**src/rtl/fetch_unit_pkg.sv**
```systemverilog
// -----------------------------------------------------------------------------
// fetch_unit_pkg
// Shared constants for the instruction-fetch stage: exception codes, the
// default reset/exception vectors, default legal fetch window and the fetch
// FSM state encoding.
// -----------------------------------------------------------------------------
package fetch_unit_pkg;

  // CP0 ExcCode values produced by the fetch stage.
  localparam logic [4:0] EXC_INT  = 5'd0;
  localparam logic [4:0] EXC_ADEL = 5'd4;

  // Default vectors and legal instruction-memory window.
  localparam logic [31:0] RESET_PC = 32'h0000_3000;
  localparam logic [31:0] EXC_PC   = 32'h0000_4180;
  localparam logic [31:0] IMEM_LO  = 32'h0000_3000;
  localparam logic [31:0] IMEM_HI  = 32'h0000_6FFC;

  typedef enum logic [1:0] {
    ST_ISSUE = 2'd0,  // present pc_f to memory (or flag AdEL)
    ST_WAIT  = 2'd1,  // request accepted, waiting for read data
    ST_HOLD  = 2'd2   // instruction available, waiting for the PC to move
  } fetch_state_e;

endpackage

```
**src/rtl/fetch_npc.sv**
```systemverilog
// -----------------------------------------------------------------------------
// fetch_npc
// Combinational next-PC priority mux for the fetch stage (below reset, which
// is handled by the PC register itself):
//   req -> EXC_PC, eret_d&en_f -> epc, branch_taken&en_f -> branch_target,
//   en_f&hold -> pc_f+4, otherwise pc_f holds.
// Ports:
//   req, eret_d, branch_taken, en_f, hold  redirect / advance conditions
//   pc_f, epc, branch_target               candidate addresses
//   npc                                    selected next PC
//   load                                   1 when the PC changes this cycle
// -----------------------------------------------------------------------------
module fetch_npc #(
  parameter logic [31:0] EXC_PC = fetch_unit_pkg::EXC_PC
) (
  input  logic        req,
  input  logic        eret_d,
  input  logic        branch_taken,
  input  logic        en_f,
  input  logic        hold,
  input  logic [31:0] pc_f,
  input  logic [31:0] epc,
  input  logic [31:0] branch_target,
  output logic [31:0] npc,
  output logic        load
);

  // NOTE: every output of a combinational block gets a default first so no
  // path leaves it unassigned, which would infer a latch.
  always_comb begin
    npc  = pc_f;
    load = 1'b0;
    if (req) begin
      npc  = EXC_PC;
      load = 1'b1;
    end else if (en_f && eret_d) begin
      npc  = epc;
      load = 1'b1;
    end else if (en_f && branch_taken) begin
      npc  = branch_target;
      load = 1'b1;
    end else if (en_f && hold) begin
      npc  = pc_f + 32'd4;
      load = 1'b1;
    end
  end

endmodule

```
**src/rtl/fetch_unit.sv**
```systemverilog
// -----------------------------------------------------------------------------
// fetch_unit
// IF stage: owns the PC, fetches over a variable-latency imem handshake with
// at most one outstanding request, flags AdEL on illegal fetch addresses and
// drives the F-side inputs of the F/D register.
//
// Configuration: define FETCH_RANGE_CHECK_EN to also raise AdEL for aligned
// addresses outside [IMEM_LO, IMEM_HI]; by default only misalignment does.
//
// Ports:
//   clk, reset                  clock, synchronous active-high reset
//   en_f                        F/D register captures this cycle
//   req                         exception taken -> EXC_PC
//   eret_d, epc                 eret in D -> epc
//   branch_taken, branch_target D-stage redirect
//   jump_d                      F instruction is a delay slot
//   imem_req/addr/ready         request channel
//   imem_rvalid/rdata           response channel
//   pc_f, instr_f, exc_f, bd_f  F-stage outputs
//   fetch_busy                  instruction not yet held; front end must stall
// -----------------------------------------------------------------------------
module fetch_unit #(
  parameter logic [31:0] RESET_PC = fetch_unit_pkg::RESET_PC,
  parameter logic [31:0] EXC_PC   = fetch_unit_pkg::EXC_PC,
  parameter logic [31:0] IMEM_LO  = fetch_unit_pkg::IMEM_LO,
  parameter logic [31:0] IMEM_HI  = fetch_unit_pkg::IMEM_HI
) (
  input  logic        clk,
  input  logic        reset,
  input  logic        en_f,
  input  logic        req,
  input  logic        eret_d,
  input  logic [31:0] epc,
  input  logic        branch_taken,
  input  logic [31:0] branch_target,
  input  logic        jump_d,
  output logic        imem_req,
  output logic [31:0] imem_addr,
  input  logic        imem_ready,
  input  logic        imem_rvalid,
  input  logic [31:0] imem_rdata,
  output logic [31:0] pc_f,
  output logic [31:0] instr_f,
  output logic [4:0]  exc_f,
  output logic        bd_f,
  output logic        fetch_busy
);
  import fetch_unit_pkg::*;

`ifdef FETCH_RANGE_CHECK_EN
  localparam bit RANGE_CHECK = 1'b1;
`else
  localparam bit RANGE_CHECK = 1'b0;
`endif

  fetch_state_e state, state_n;
  logic         discard, discard_n;
  logic [31:0]  instr_n;
  logic [4:0]   exc_n;
  logic [31:0]  npc;
  logic         pc_load;
  logic         pc_legal;
  logic         outstanding;

  assign pc_legal = (pc_f[1:0] == 2'b00) &&
                    (!RANGE_CHECK || ((pc_f >= IMEM_LO) && (pc_f <= IMEM_HI)));

  fetch_npc #(.EXC_PC(EXC_PC)) u_npc (
    .req           (req),
    .eret_d        (eret_d),
    .branch_taken  (branch_taken),
    .en_f          (en_f),
    .hold          (state == ST_HOLD),
    .pc_f          (pc_f),
    .epc           (epc),
    .branch_target (branch_target),
    .npc           (npc),
    .load          (pc_load)
  );

  assign imem_addr  = pc_f;
  assign fetch_busy = (state != ST_HOLD);
  assign bd_f       = jump_d & ~req & ~eret_d;

  always_comb begin
    state_n     = state;
    discard_n   = discard;
    instr_n     = instr_f;
    exc_n       = exc_f;
    imem_req    = 1'b0;
    outstanding = 1'b0;  // a response will still arrive after this edge

    unique case (state)
      ST_ISSUE: begin
        if (pc_legal) begin
          imem_req = ~reset;
          if (imem_req && imem_ready) begin
            state_n     = ST_WAIT;
            outstanding = 1'b1;
          end
        end else begin
          instr_n = '0;
          exc_n   = EXC_ADEL;
          state_n = ST_HOLD;
        end
      end
      ST_WAIT: begin
        if (imem_rvalid) begin
          if (discard) begin
            discard_n = 1'b0;
            state_n   = ST_ISSUE;
          end else begin
            instr_n = imem_rdata;
            exc_n   = EXC_INT;
            state_n = ST_HOLD;
          end
        end else begin
          outstanding = 1'b1;
        end
      end
      ST_HOLD: ;
      default: state_n = ST_ISSUE;
    endcase

    // A PC change restarts the fetch. If a response is still owed for the old
    // PC we park in WAIT with discard set, so that response is swallowed and
    // the new PC is only presented once the memory is idle again.
    if (pc_load) begin
      instr_n   = '0;
      exc_n     = EXC_INT;
      state_n   = outstanding ? ST_WAIT : ST_ISSUE;
      discard_n = outstanding;
    end
  end

  // NOTE: sequential state uses non-blocking assignments so every register
  // samples the pre-edge values, independent of statement order.
  always_ff @(posedge clk) begin
    if (reset) begin
      pc_f    <= RESET_PC;
      state   <= ST_ISSUE;
      discard <= 1'b0;
      instr_f <= '0;
      exc_f   <= EXC_INT;
    end else begin
      pc_f    <= npc;
      state   <= state_n;
      discard <= discard_n;
      instr_f <= instr_n;
      exc_f   <= exc_n;
    end
  end

endmodule

```
**config.mk**
```make
export PLATFORM = sky130hd
export DESIGN_NAME = fetch_unit
export DESIGN_NICKNAME = d
export VERILOG_FILES = /design/src/rtl/fetch_unit_pkg.sv /design/src/rtl/fetch_npc.sv /design/src/rtl/fetch_unit.sv
export SDC_FILE = /design/constraint.sdc
export NUM_CORES = 1
export LEC_CHECK = 0
export CAP_MARGIN = 20
export CORE_MARGIN = 2
export CORE_UTILIZATION = 37
export CTS_BUF_LIST = sky130_fd_sc_hd__clkbuf_4 sky130_fd_sc_hd__clkbuf_8
export CTS_CLUSTER_SIZE = 14
export DETAILED_ROUTE_END_ITERATION = 6
export PLACE_DENSITY = 0.77
export SYNTH_ARGS = -nofsm -noshare
export SYNTH_HDL_FRONTEND = slang
export SYNTH_SLANG_ARGS = --single-unit
```
**constraint.sdc**
```tcl
create_clock -name clk -period 2.1 [get_ports clk]
set_clock_uncertainty 0.1 [all_clocks]
set_input_delay 0.525 -clock clk [delete_from_list [all_inputs] [get_ports clk]]
set_output_delay 0.525 -clock clk [all_outputs]
set_load 0.01 [all_outputs]
```
==> results of run 1 <==
per-stage QoR:
step	hold WS, ns	cell area (um2)	setup TNS, ns
2_1_floorplan	0.3758	4038	0
3_3_place_gp	0.3376	6545	-16.80
3_5_place_dp	0.3425	6545	-19.09
4_1_cts	0.3531	6758	0
5_1_grt	0.3728	6815	-0.008694
6_report	0.3529	6815	0
worst paths after layout:
| path | start | end | slack [ns] |
|---|---|---|---|
| worst min register to register | instr_f[17]$_SDFFE_PP0P_ | instr_f[17]$_SDFFE_PP0P_ | 0.35 |
| worst min-delay path | instr_f[17]$_SDFFE_PP0P_ | instr_f[17]$_SDFFE_PP0P_ | 0.35 |
| worst max register to register | imem_addr[2]$_SDFFE_PP0P_ | imem_addr[30]$_SDFFE_PP0P_ | 0.06 |
| worst max-delay path | imem_addr[14]$_SDFFE_PP0P_ | imem_addr[14] | 0.04 |
power groups by stage:
stage	clock [mW]	sequential, mW	combinational [mW]
floorplan	0	1.41	0.356
global placement	0	1.38	0.871
detailed placement	0	1.39	0.885
CTS	1.15	1.36	0.888
global route	1.20	1.37	0.960
finish	1.12	1.36	0.899
cells by family after synthesis:
family	after synthesis
buffers and inverters	87
AOI/OAI and AO/OA	168
xor gates and xnor gates	8
other	1
muxes	7
DFF	68
and+or+nand+nor	188
adders and majority gates	1
final cells by class:
cell class	count	area share [%]
well taps	140	2.570
inverters	10	0.5508
clock buffers	9	1.818
flip-flops and latches	68	20.16
repair buffers	294	40.61
clock inverters	7	1.120
multi-input cells	376	33.17
timing repair:
action,CTS,global route
setup buffers,0,1
pin swaps,2,2
endpoints found under the setup margin,6,16
resized for setup,16,18
hold endpoints to repair,0,0
sequential cells by signal, indices dropped and copies added, names as in the netlist, named ones only:
name	cells
state	2
imem_addr	30
instr_f	32
exc_f	1
discard	1
worst register-to-register path: cells and delay by family, from the launching register on:
kind	cells	cell delay, ns
flops	1	0.36
compound gates	1	0.27
simple gates	3	0.92
mux	1	0.12
fa+ha+maj	1	0.16
Yosys cell counts (all sizes together) (2+ instances only):
master	n	share of area, %
nor2	30	2.8
o21a	7	1.3
o2111ai	5	1.1
o211ai	5	0.93
or2	2	0.31
nand2b	2	0.31
nor2b	3	0.47
o21ai	24	3.1
a31oi	5	0.78
buf	49	8.3
a22oi	8	1.5
nor4b	2	0.59
inv	10	0.93
a21oi	59	7.3
nand2	60	5.6
clkbuf	28	2.7
a31o	4	0.87
and2	4	0.62
nand3	46	5.7
o22ai	14	2.2
a211oi	6	1.1
a211o	3	0.65
xor2	6	1.3
xnor2	2	0.44
a41o	2	0.50
nand4	13	2.3
and3	2	0.31
and4	3	0.65
nor3	11	1.4
nor4	4	0.99
or3	4	0.81
mux2i	6	1.5
dfxtp	68	34
a22o	6	1.3
o32ai	3	0.65
a311oi	5	1.1
cell usage in the layout, fill, tap and decap left out, types with 5 or more instances in the layout:
cell type,netlist,routed
o21a_1,7,7
dfxtp_2,0,10
nand4_1,11,11
nand2_1,60,60
o21ai_0,23,23
a22oi_1,8,8
inv_1,10,10
a211oi_1,6,5
o2111ai_1,5,5
xor2_1,6,6
a22o_1,6,6
o22ai_1,14,14
mux2i_1,6,6
o211ai_1,5,5
a31oi_1,5,5
buf_4,37,85
a311oi_1,5,5
nand3_1,46,46
clkbuf_8,0,9
a21oi_1,59,59
clkdlybuf4s50_1,0,196
dfxtp_1,68,58
nor2_1,30,28
nor3_1,11,11
routing by layer:
metal,GRT usage (%),vias up,wire [um]
li1,-,2352,-
met1,33.68,2364,6467
met2,43.67,251,7457
met3,4.461,25,1168
met4,8.883,0,302
met5,0,-,0
==> impl_metrics.csv, run 1 <==
group,metric,value,unit
global_routing,track_usage,25.98,%
clocking,cts.root.buffer_cell,"clkbuf_8",
die,io_pins,209,
synthesis,syn_area,4026,um2
layout,final_cell_count_no_fill,904,
layout,ff_latch_area,1374,um2
global_routing,antenna_found_initial,0,
run_status,status,"complete, no violations",
setup_path,rr_worst_depth,6,
layout,multiInputGateArea,2261,um2
job,cap_viol_max_count,0,
synthesis,synth-compound-area-share,27.07,%
synthesis,synth_edf_count,0,
power_and_ir_drop,swShare,30.02,%
layout,area_growth,69.27,%
route,drc,0,
global_routing,grt-ovfl-total,0,
power_and_ir_drop,vdd_ir_drop_max,0.3013,mV
synthesis,synth_area_per_cell,7.626,um2
setup_path,cp.buffers_inverters,2,
placed_design,numPlacedInstances,887,
clocking,cts.sinks,68,
layout,drive_gt1_share,18.59,%
global_routing,grt_max_degree,35,
setup_path,crit_cells,2,
route,drt-initial-drc-count,401,
placed_design,place_congestion,0.9422,
route,vias_per_cell,5.522,
synthesis,synth_seq_area_share,33.81,%
timing,slew_headroom,66.57,%
clocking,cts_max_level,3,
clocking,insertion_delay,0.36,ns
layout,fin_util,63.43,%
synthesis,synthAdderAreaFrac,0.3108,%
route,ant_nets,0,
timing,fin_ws,0.03692,ns
synthesis,synth.area.mux_share,1.771,%
clocking,cts_tree,"built",
synthesis,yosysUniqueCellTypes,63,
timing,final_max_slew_viol_count,0,
global_routing,grt_pass1_vias,4835,
min_path,min_path_cells,2,
layout,fillers,943,
power_and_ir_drop,p_switching,1.016,mW
die,die_h,108.3,um
timing,worstMarginPinSlew,0.4977,ns
power_and_ir_drop,p_clk_share,33.2,%
placed_design,place_hpwl,11780,um
die,dieArea,11730,um2
min_path,min_path_type,"flip-flop to flip-flop",
setup_path,critPathMaxStageDelay,0.55,ns
timing,finalHoldViolCount,0,
synthesis,synthXorXnorAreaFrac,1.740,%
timing,setup_viol,0,
power_and_ir_drop,power_frac_seq,40.2,%
clocking,clockBufferDepth,2,
die,coreArea,10750,um2
setup_path,crit_type,"flip-flop to primary output",
setup_path,cp_max_fo,7,
setup_path,end_kind,"primary output",
setup_path,critical-path-top-delay-family,"buffers and inverters",
power_and_ir_drop,intPower,2.368,mW
power_and_ir_drop,total_power,3.384,mW
power_and_ir_drop,p_leak,2.539,nW
clocking,hold_buffers,0,
timing,max_freq,484.7,MHz
route,wl_per_cell,17.03,um
timing,period_share,98.24,%
placed_design,io_buffers,204,
clocking,cts-buffers-inserted,9,
setup_path,worstPathRequired,1.47,ns
route,drt_wl_total,15400,um
clocking,clkTransAtPathRegs,0.08,ns
synthesis,synthSimpleGateAreaFrac,23.28,%
synthesis,ys_ff_latch,68,
route,num_vias,4992,
die,initial_utilization,37.47,%
layout,nNetsFinal,865,
power_and_ir_drop,p_comb_share,26.6,%
setup_path,critPathArrivalTime,1.44,ns
global_routing,grt_pass1_wl,24130,um
route,firstDrtPassIters,5,
setup_path,timing.critical_path.cells,"buf_4, clkdlybuf4s50_1",
die,die_x,108.3,um
synthesis,synthFlopType,"dfxtp_1",
power_and_ir_drop,powerDensity,496.5,nW/um2
synthesis,async_flop_share,0,%
die,rows,38,
setup_path,slowest_stage,"clkdlybuf4s50_1",
synthesis,syn_inst,528,
layout,antenna_cells,0,
setup_path,cp-start-kind,"flip-flop",
timing,min_period,2.063,ns
synthesis,yosysWarnings,0,
placed_design,place_ws,-0.5358,ns
synthesis,synth_top_family_by_area,"compound AO/OA/AOI/OAI gates",
No activity file was read; power rests on OpenSTA's default activity.
==> run 2: changes to the inputs <==
--- a/config.mk
+++ b/config.mk
@@ -12,6 +12,7 @@
 export CTS_CLUSTER_SIZE = 14
 export DETAILED_ROUTE_END_ITERATION = 6
 export PLACE_DENSITY = 0.77
+export REMOVE_ABC_BUFFERS = 1
 export SYNTH_ARGS = -nofsm -noshare
 export SYNTH_HDL_FRONTEND = slang
 export SYNTH_SLANG_ARGS = --single-unit
==> impl_metrics.csv, run 2 (synthesis gave the netlist of run 1 again) <==
group,metric,value,unit
route,drt_wl_total,15180,um
placed_design,io_buffers,204,
timing,min_period,2.041,ns
global_routing,use_met1,31.02,%
layout,fillers,931,
clocking,insertion_delay,0.36,ns
die,initial_utilization,37.47,%
placed_design,place_ws,-0.5010,ns
timing,period_share,97.18,%
setup_path,cp-start-kind,"input port",
clocking,clkTransAtPathRegs,0.08,ns
global_routing,grt_max_degree,35,
layout,design_area,6799,um2
setup_path,cp_max_fo,10,
run_status,status,"complete, no violations",
die,dieArea,11730,um2
global_routing,track_usage,25.28,%
die,rows,38,
layout,final_common_cell,"clkdlybuf4s50_1",
die,io_pins,209,
layout,nNetsFinal,864,
die,coreArea,10750,um2
route,ant_nets,0,
setup_path,timing.critical_path.cells,"clkdlybuf4s50_1, buf_4, buf_4, a21boi_4, buf_4, buf_4, o2111ai_1, mux2i_1, a211o_1",
global_routing,grt_pass1_vias,4771,
placed_design,dpl_cell_area,6487,um2
route,wl_per_cell,16.81,um
global_routing,gr-usage-met3,5.666,%
global_routing,grt_use_met2,43.40,%
setup_path,critPathMaxStageDelay,0.46,ns
timing,final_max_slew_viol_count,0,
route,drc,0,
timing,setup_viol,0,
global_routing,busiest_layer,"met2",
layout,drive_gt1_share,17.96,%
clocking,cts_tree,"built",
clocking,clockBufferDepth,2,
route,drt-initial-drc-count,393,
placed_design,place_congestion,0.9087,
clocking,hold_buffers,0,
setup_path,crit_type,"input port to flip-flop",
layout,antenna_cells,0,
clocking,cts_max_level,3,
route,num_vias,4950,
global_routing,antenna_found_initial,0,
layout,largest_reg_flops,32,
die,die_x,108.3,um
timing,rsz0062_at_grt,"true",
clocking,cts.sinks,68,
clocking,cts.root.buffer_cell,"clkbuf_8",
setup_path,worstPathRequired,2.30,ns
timing,max_freq,490.0,MHz
layout,ff_latch_area,1371,um2
setup_path,critPathArrivalTime,2.25,ns
route,vias_per_cell,5.482,
layout,regMostFlops,"instr_f",
global_routing,grt-ovfl-total,0,
timing,finalHoldViolCount,0,
setup_path,end_kind,"flip-flop",
layout,area_growth,68.86,%
global_routing,grt_pass1_wl,23530,um
layout,final_cell_mix,"193 x clkdlybuf4s50_1, 82 x buf_4, 60 x nand2_1, 60 x dfxtp_1, 59 x a21oi_1",
min_path,min_path_type,"flip-flop to flip-flop",
setup_path,cpMostUsedCell,"buf_4",
power_and_ir_drop,vdd_ir_drop_max,0.2509,mV
setup_path,slowest_stage,"clkdlybuf4s50_1",
clocking,cts-buffers-inserted,9,
layout,multiInputGateArea,2241,um2
route,firstDrtPassIters,5,
power_and_ir_drop,p_leak,2.586,nW
power_and_ir_drop,powerDensity,497.1,nW/um2
placed_design,place_hpwl,11560,um
job,cap_viol_max_count,0,
timing,fin_ws,0.05918,ns
die,die_h,108.3,um
==> run 2: changes by cell type in the layout (fill, tap and decap cells not counted), sizes merged <==
cell           change
dlymetal6s2s       +3
buf                -1
clkbuf             +1
clkdlybuf4s50      -3
clkdlybuf4s15      -1
dlygate4sd2        +1
inv                -1
==> run 2: worst max-delay path, delay by kind of cell <==
kind                   cells  cell delay (ns)
AOI/OAI and AO/OA          3             0.50
muxes                      1             0.15
buffers and inverters      5             1.06
==> run 2: worst paths after layout <==
| kind | from | end | slack (ns) | depth (start not counted) |
|---|---|---|---|---|
| hold reg to reg | instr_f[10]$_SDFFE_PP0P_ | instr_f[10]$_SDFFE_PP0P_ | 0.35 | 2 |
| setup reg to reg | imem_addr[2]$_SDFFE_PP0P_ | imem_addr[30]$_SDFFE_PP0P_ | 0.08 | 6 |
| hold / removal | instr_f[10]$_SDFFE_PP0P_ | instr_f[10]$_SDFFE_PP0P_ | 0.35 | 2 |
| setup / recovery | en_f | imem_addr[27]$_SDFFE_PP0P_ | 0.06 | 9 |
==> run 2: layout make-up <==
cell class,instances,area share [%]
Timing Repair Buffer,293,40.78
Sequential cell,68,20.17
Tap cell,140,2.576
Multi-Input combinational cell,376,32.96
Inverter,10,0.5521
Clock inverter,6,0.9385
Clock buffer,10,2.024
==> run 2: timing repair <==
| action | CTS | global route |
|---|---|---|
| pin swaps | 1 | 0 |
| hold endpoints to repair | 0 | 0 |
| endpoints found under the setup margin | 58 | 24 |
| buffers inserted | 4 | 2 |
| gates resized for setup | 15 | 20 |
==> run 2: per-stage QoR <==
| stage | power, mW | setup TNS [ns] | std cells | hold WS [ns] | util [%] |
|---|---|---|---|---|---|
| 3_5_place_dp | 2.265 | -27.71 | 881 | 0.3447 | 60.37 |
| 2_1_floorplan | 1.682 | -30.10 | 454 | 0.3761 | - |
| 4_1_cts | 3.380 | 0 | 901 | 0.3532 | 62.66 |
| 5_1_grt | 3.521 | -0.08397 | 903 | 0.3787 | 63.27 |
| 6_report | 3.380 | 0 | 903 | 0.3515 | 63.27 |
| 3_3_place_gp | 2.247 | -25.99 | 881 | 0.3368 | 60.37 |
==> run 2: metal layers <==
layer  routed length (um)  up-vias
met5                    0        -
met4                  293        0
met1                 6240     2329
met3                 1101       25
met2                 7546      240
li1                     -     2356
==> run 2: where the power goes <==
part           switching, mW  internal (mW)
Sequential            0.0334           1.32
Combinational          0.411          0.491
Clock                  0.542          0.578
Total                  0.987           2.39
==> run 3: changes to the inputs <==
--- a/config.mk
+++ b/config.mk
@@ -15,4 +15,5 @@
 export REMOVE_ABC_BUFFERS = 1
 export SYNTH_ARGS = -nofsm -noshare
 export SYNTH_HDL_FRONTEND = slang
+export SYNTH_HIERARCHICAL = 1
 export SYNTH_SLANG_ARGS = --single-unit
==> impl_metrics.csv, run 3 <==
group,metric,value,unit
synthesis,synth_area_leaders,"dfxtp_1 34%, mux2i_1 8.5%, nand2_1 7.8%",
timing,max_freq,486.7,MHz
power_and_ir_drop,vdd_ir_drop_max,0.3522,mV
layout,fillers,905,
clocking,clkTransAtPathRegs,0.07,ns
min_path,min_path_cells,2,
power_and_ir_drop,powerDensity,493.8,nW/um2
timing,final_max_slew_viol_count,0,
setup_path,r2r_end,"imem_addr[26]$_SDFF_PP0_",
layout,area_growth,68.06,%
placed_design,numPlacedInstances,824,
timing,min_period,2.055,ns
setup_path,r2r_setup_slack,0.09,ns
synthesis,async_flop_share,0,%
placed_design,dpl_cell_area,6304,um2
timing,period_share,97.85,%
die,die_h,108.2,um
synthesis,synth_edf_count,0,
route,num_vias,4372,
layout,drive_gt1_share,18.56,%
synthesis,synth_top_area_share,33.87,%
min_path,min_path_type,"flip-flop to flip-flop",
placed_design,place_hpwl,10460,um
timing,timing.hold.ws,0.3642,ns
clocking,cts-buffers-inserted,9,
route,firstDrtPassIters,4,
synthesis,synthFlopType,"dfxtp_1",
die,io_pins,209,
min_path,hp-start,"instr_f[29]$_SDFFE_PP0P_",
power_and_ir_drop,p_leak,2.609,nW
layout,nNetsFinal,807,
synthesis,yosysUniqueCellTypes,54,
global_routing,grt_pass1_vias,4377,
layout,final_cell_count_no_fill,847,
global_routing,grt_max_degree,37,
global_routing,antenna_found_initial,0,
setup_path,rr_worst_depth,8,
route,wl_met2,7153,um
die,initial_utilization,37.57,%
setup_path,end_kind,"primary output",
synthesis,synth_seq_area_share,33.87,%
clocking,cts_max_level,3,
placed_design,place_ws,-0.6552,ns
route,ant_nets,0,
setup_path,worstReg2RegStart,"imem_addr[2]$_SDFF_PP0_",
min_path,holdPathEnd,"instr_f[29]$_SDFFE_PP0P_",
synthesis,syn_inst,485,
die,dieArea,11710,um2
layout,final_cell_mix,"195 x clkdlybuf4s50_1, 78 x nand2_1, 61 x dfxtp_1, 52 x buf_4, 34 x mux2i_1",
route,routed.top_layer,"met4",
route,drt-initial-drc-count,138,
synthesis,synth_area_per_cell,8.286,um2
synthesis,synth.most_common_cell,"nand2_1",
run_status,status,"complete, no violations",
synthesis,yosys.area.top_type,"dfxtp_1",
die,coreArea,10700,um2
clocking,cts.root.buffer_cell,"clkbuf_8",
clocking,cts.sinks,68,
layout,final_common_cell,"clkdlybuf4s50_1",
placed_design,place_congestion,0.9024,
clocking,cts_tree,"built",
global_routing,grt-ovfl-total,0,
setup_path,critical_path.startpoint,"jump_d",
timing,rsz0062_at_grt,"true",
job,cap_viol_max_count,0,
global_routing,grt_pass1_wl,21750,um
route,wl_per_cell,16.66,um
route,vias_per_cell,5.162,
setup_path,critPathArrivalTime,1.43,ns
setup_path,crit_type,"input port to primary output",
timing,setup_viol,0,
setup_path,worstPathRequired,1.47,ns
route,drc,0,
synthesis,syn_area,4019,um2
synthesis,yosysWarnings,6,
route,drt_wl_total,14110,um
setup_path,cp_max_fo,1,
placed_design,io_buffers,204,
synthesis,ys_ff_latch,68,
setup_path,cp-start-kind,"input port",
timing,fin_ws,0.04524,ns
die,die_x,108.2,um
clocking,clockBufferDepth,2,
timing,finalHoldViolCount,0,
route,wl_met3,1412,um
layout,design_area,6754,um2
synthesis,ys_top_cells_by_count,"83 x nand2_1, 68 x dfxtp_1, 36 x buf_4",
clocking,insertion_delay,0.34,ns
route,wl_met1,5272,um
layout,fin_util,63.13,%
global_routing,track_usage,23.76,%
die,rows,38,
run 3: changes by cell type after synthesis, sizes merged, moves of 4 or more:
cell     change
o21ai       -12
xnor2       +15
nand2       +23
nor2b       +29
mux2i       +28
nand3       -34
o21a         -7
a21oi       -47
nand4        -4
o211ai       -5
o2111ai      -5
a31oi        -4
clkbuf      -10
a22o         -4
run 3: cell families (layout without fill, tap and decap cells):
logic type | count (synthesis) | count (layout) | share of synthesized area [%]
other | 1 | 5 | 0.09331
adder cells (fa/ha/maj) | 1 | 1 | 0.3113
multiplexers | 34 | 34 | 8.468
XOR/XNOR | 25 | 25 | 5.448
buffers and inverters | 72 | 290 | 11.02
AND/OR/NAND/NOR | 207 | 207 | 27.33
AO/OA/AOI/OAI | 77 | 77 | 13.45
flip-flops | 68 | 68 | 33.87
run 3: layer usage:
layer / vias to the layer above / track usage [%]
met5: - / 0
met4: 0 / 8.974
met3: 22 / 8.198
met2: 199 / 43.17
met1: 2073 / 25.26
li1: 2078 / -
run 3: worst max-delay path by stage:
stage	end	cells after the start	slack, ns
finish	bd_f	3	0.05
global route	imem_addr[5]$_SDFF_PP0_	10	-0.002
CTS	imem_addr[25]$_SDFF_PP0_	10	0.007
detailed placement	instr_f[11]$_SDFFE_PP0P_	9	-0.66
global placement	instr_f[29]$_SDFFE_PP0P_	8	-0.59
floorplan	instr_f[0]$_SDFFE_PP0P_	6	-1.40
run 3: area by class of cell:
class	instances	area, um2	share of cell area (%)
Antenna cell	1	2.502	0.03705
Clock buffer	13	166.4	2.464
Clock inverter	3	45.04	0.6669
Inverter	8	30.03	0.4446
Multi-Input combinational cell	348	2360	34.94
Sequential cell	68	1373	20.32
Tap cell	140	175.2	2.594
Timing Repair Buffer	266	2603	38.53
run 3: critical path: stages:
cell and delay, ns:
clkdlybuf4s50_1 0.45, nor3b_1 0.18, clkdlybuf4s15_1 0.28
run 3: power by group:
part	switching, mW	internal (mW)	total (mW)
clock	0.508	0.641	1.15
combinational	0.333	0.487	0.820
sequential	0.0387	1.33	1.37
run 3: through the flow:
stage	setup TNS, ns	total power [mW]
floorplan	-48.38	1.675
global placement	-30.82	2.169
detailed placement	-34.46	2.184
CTS	0	3.350
global route	-0.002543	3.467
finish	0	3.335
run 3: what timing repair did:
action,CTS,global route
setup buffers,3,0
resized for setup,36,31
cloned,3,1
setup endpoints to repair,62,56
endpoints found under the hold margin,0,0
hold buffers,0,0
pin swaps,4,2
==> RTL edit 1: new RTL, config.mk and constraints of run 2 <==
Take the reset off `instr_f` and load it in a clocked block of its own.
--- a/src/rtl/fetch_unit.sv
+++ b/src/rtl/fetch_unit.sv
@@ -140,16 +140,18 @@
       pc_f    <= RESET_PC;
       state   <= ST_ISSUE;
       discard <= 1'b0;
-      instr_f <= '0;
       exc_f   <= EXC_INT;
     end else begin
       pc_f    <= npc;
       state   <= state_n;
       discard <= discard_n;
-      instr_f <= instr_n;
       exc_f   <= exc_n;
     end
   end
 
+  always_ff @(posedge clk) begin
+    instr_f <= instr_n;
+  end
+
 endmodule
 
Formal check against the unedited RTL: differs if reset is asserted again (counterexample within 4 cycles, from zero or initial values and one cycle with reset high); with reset held inactive, the same outputs for 10 cycles.
==> RTL edit 1 against run 2 <==
Routed wire length decreased by 4.8%; first-iteration DRC count fell by 5.9%; sequential cell count unchanged; area after synthesis stayed put; worst setup slack got worse by 26 ps; count of clock-buffer cells in the layout did not move; power is 5.3% higher; cell area is 1.8% lower; critical endpoint is now imem_addr[25]; largest cell class unchanged; largest power group unchanged.
==> RTL edit 1: results (changes against run 2) <==
Placed design
  – Number of port buffers: 204 (unchanged)
  – Final HPWL DP: 11300 µm (-2.5%)
  – DP Worst Slack: -395 ps (+106 ps)
  – Final GP Congestion: 0.879 (-3.3%)
  – Inst Count DP: 859 (-2.5%)

Layout
  – Most flops, register: instr_f
  – Max reg flops: 32 (unchanged)
  – Nets: 838 (-3.0%)
  – Layout cell share with drive strength beyond 1: 15.3% (-2.6 points)
  – N_diodes: 0 (unchanged)
  – Fill cell count: 927 (-0.43%)

Logic synthesis
  – Complex-gate fraction of the synthesized area: 25.4% (-1.7 points)
  – Synth area leaders: dfxtp_1 (34%), a21oi_1 (7.3%), buf_4 (6.7%), nand3_1 (6.1%), nand2_1 (5.2%)
  – Sequential area share after synthesis: 33.8% (unchanged)
  – Post-synthesis mux area share: 0.528% (-1.2 points)
  – Adder-cell area share of the yosys netlist: 0.311% (unchanged)
  – Yosys cell types: 66 (+4.8%)
  – Synth async-reset ratio: 0% (unchanged)
  – Commonest cells post-synth: dfxtp_1 (68), a21oi_1 (59), nand2_1 (56), nand3_1 (49), buf_4 (36)
  – Instance count of the mapped netlist: 522 (-1.1%)
  – Yosys warns: 0 (unchanged)
  – XOR/XNOR Fraction of Synth Area: 3.05% (+1.3 points)

Setup path
  – Family with the most delay on the worst path: buffers and inverters
  – CP peak stage delay: 420 ps (-40 ps)
  – WP data arrival: 2240 ps
  – Reg2reg setup slack: 190 ps (+110 ps)
  – Max FO, Critical Path: 9 (-1)
  – Critical path's slowest cell: clkdlybuf4s50_1
  – RR Endpoint: imem_addr[20]
  – R2R Path Start: imem_addr[2]
  – FF-to-FF path depth: 6 (unchanged)
  – Worst setup path start: branch_taken
  – Worst Setup EP: imem_addr[25]

Drt
  – Routed wire length: 14500 µm (-4.8%)
  – DR pass1 iterations: 4 (-1)
  – Via density: 5.40 (-1.4%)
  – DRT iter0 DRCs: 370 (-5.9%)
  – Via Count: 4738 (-4.3%)

CTS
  – Reg clk slew, reported paths: 70 ps
  – Postcts setup bufs: 1 (-3)
  – CTS Root Cell: clkbuf_8
  – TritonCTS buffer count: 9 (unchanged)

Global route
  – Antenna violations before repair: 0 (unchanged)
  – Pin count of the biggest net entering global routing: 33 (-5.7%)
  – First-pass GRT wire length: 22600 µm (-4.1%)
  – GR Util All Layers: 24.7% (-0.58 points)

Pwr
  – Switch share: 26.7% (-2.5 points)
  – Peak supply drop: 0.293 mV (+17%)
  – Lkg Pwr: 2.43 nW (-6.2%)
  – Clock net power: 1.32 mW (+18%)
  – Combinational gate power: 0.857 mW (-5.0%)

STA
  – Final period util: 98.4% (+1.2 points)
  – Setup violators final: 0 (unchanged)

Min path
  – Hold Crit Endpoint: instr_f[28]
  – Worst hold start: instr_f[28]

Status
  – Status: finished, final reports clean
## RTL edit 1: per-stage QoR
stage                     hold slack [ps]  instance area, µm²  total power [mW]
after CTS                             354                6620              3.58
final                                 350                6670              3.56
after detailed placement              343                6350              2.25
after global routing                  379                6670              3.73
after floorplan                       337                3610              1.69
after global placement                339                6350              2.24
## RTL edit 1: routing by layer
metal  track usage [%]  up-vias  routed length [µm]  share of wire, %
met5                 0        -                   0                 0
met4              10.5        0                 353               2.4
met3              5.79       27                1500                10
met2              44.6      244                7070                49
met1              27.7     2213                5530                38
li1                  -     2254                   -                 -
## RTL edit 1: final cells by class
type / count / area (µm²) / share of cell area (%)
multi-input cells: 374 / 2250 / 33.7
clock inverters: 6 / 113 / 1.69
well taps: 140 / 175 / 2.62
inverters: 13 / 48.8 / 0.731
clock buffers: 10 / 131 / 1.97
flip-flops and latches: 68 / 1370 / 20.5
repair buffers: 266 / 2590 / 38.8
==> RTL edit 2: new RTL, config.mk and constraints of run 2 <==
Made on the original files. Build with the macro `FETCH_RANGE_CHECK_EN` defined.
--- a/src/rtl/fetch_unit.sv
+++ b/src/rtl/fetch_unit.sv
@@ -19,6 +19,8 @@
 //   pc_f, instr_f, exc_f, bd_f  F-stage outputs
 //   fetch_busy                  instruction not yet held; front end must stall
 // -----------------------------------------------------------------------------
+`define FETCH_RANGE_CHECK_EN
+
 module fetch_unit #(
   parameter logic [31:0] RESET_PC = fetch_unit_pkg::RESET_PC,
   parameter logic [31:0] EXC_PC   = fetch_unit_pkg::EXC_PC,
Formal check against the unedited RTL: not equivalent (Yosys sat finds a counterexample within 4 cycles, from zero or initial values and one cycle with reset high).
==> RTL edit 2 against run 2 <==
The run now ends with negative setup slack left; area after synthesis down 4.5%; via count increased by 4.9%; synthesized cell count is 13% lower; cell area rose by 8.7%; utilization grew 9.3 points; power is 12% higher; largest power group unchanged; sequential cell count stayed put; worst setup slack worse by 460 ps; combinational power is 16% higher; routed wire length grew 18%; critical path depth decreased by 3; final cell count fell by 1.2%; global-route usage rose by 1.9 points.
==> RTL edit 2: results (changes against run 2) <==
Setup path
  – Reg2reg setup slack: -110 ps (-190 ps)
  – WP data arrival: 1880 ps (-370 ps)
  – R2R Path Start: imem_addr[6]
  – Worst setup path start: imem_addr[25]
  – FF-to-FF path depth: 5 (-1)

Drt
  – DR pass1 iterations: 6 (+1)
  – DRT iter0 DRCs: 523 (+33%)

Min path
  – Worst hold start: instr_f[18]
  – Hold Path Stages: 1 (-1)

Placed design
  – Final GP Congestion: 0.971 (+6.8%)
  – Inst Count DP: 846 (-4.0%)
  – Placement Cell Area: 6500 µm² (+0.23%)
  – Final HPWL DP: 11900 µm (+2.7%)
  – DP Worst Slack: -426 ps (+75.1 ps)

STA
  – Setup WS post-layout: -405 ps (-464 ps)
  – Setup violators final: 41 (+41)
  – Setup TNS: -2310 ps (-2310 ps)

Pwr
  – Peak supply drop: 0.315 mV (+26%)

Status
  – Status: finished with violations
  – Failing checks: negative setup slack

Layout
  – Layout cell share with drive strength beyond 1: 29.6% (+12 points)

Global route
  – First-pass GRT wire length: 24300 µm (+3.2%)
  – Pin count of the biggest net entering global routing: 33 (-5.7%)
  – Met3 Use GR: 5.09% (-0.58 points)

Logic synthesis
  – Yosys cell types: 61 (-3.2%)
-- RTL edit 2: cell types whose count changed after synthesis, sizes merged, moves of 9 or more --
cell    change
nand3      -26
a21oi      -30
nand2      -30
clkbuf      -9
a22o       +31
nor4       +10
-- RTL edit 2: cell families (layout without fill, tap and decap cells) --
logic type      after synthesis  after routing
flops                        68             68
mux                           4              4
fa+ha+maj                     2              2
simple gates                141            141
buf+inv                      79            370
compound gates              161            161
other cells                   1              4
xor+xnor                      6              6
-- RTL edit 2: cell type report --
cell class / instances / area [µm²]
Multi-Input combinational cell: 318 / 2330
Sequential cell: 68 / 1380
Inverter: 14 / 52.6
Fill cell: 746 / 2800
Tap cell: 136 / 170
Timing Repair Buffer: 341 / 3210
Clock inverter: 5 / 108
Clock buffer: 10 / 138
-- RTL edit 2: layer usage --
layer	wire length (µm)	vias to the layer above	part of all wire (%)
met5	0	-	0
met2	8760	362	49
li1	-	2308	-
met3	1670	81	9.4
met4	721	0	4.0
met1	6720	2444	38
-- RTL edit 2: repair_timing --
item	CTS	global route
buffers inserted	14	15
gates cloned	1	3
endpoints found under the setup margin	44	65
resized for setup	46	61
hold endpoints to repair	0	0
pin swaps	14	45
-- RTL edit 2: final timing paths --
path,end
max,imem_req
min,instr_f[18]
max reg2reg,imem_addr[30]
min reg2reg,instr_f[18]
-- RTL edit 2: power by group --
part           total (mW)  leakage (nW)  internal (mW)  switching (mW)
Clock                1.37         0.123          0.824           0.547
Sequential           1.37         0.558           1.33          0.0416
Combinational        1.05          2.27          0.589           0.456
Total                3.79          2.95           2.74            1.04
-- RTL edit 2: worst max-delay path, stage by stage, from the launching register on --
cell and delay [ps]:
dfxtp_2 340, nor4_4 280, buf_4 160, nand4_1 130, nor3_2 310, and2_4 210
buf_6 100
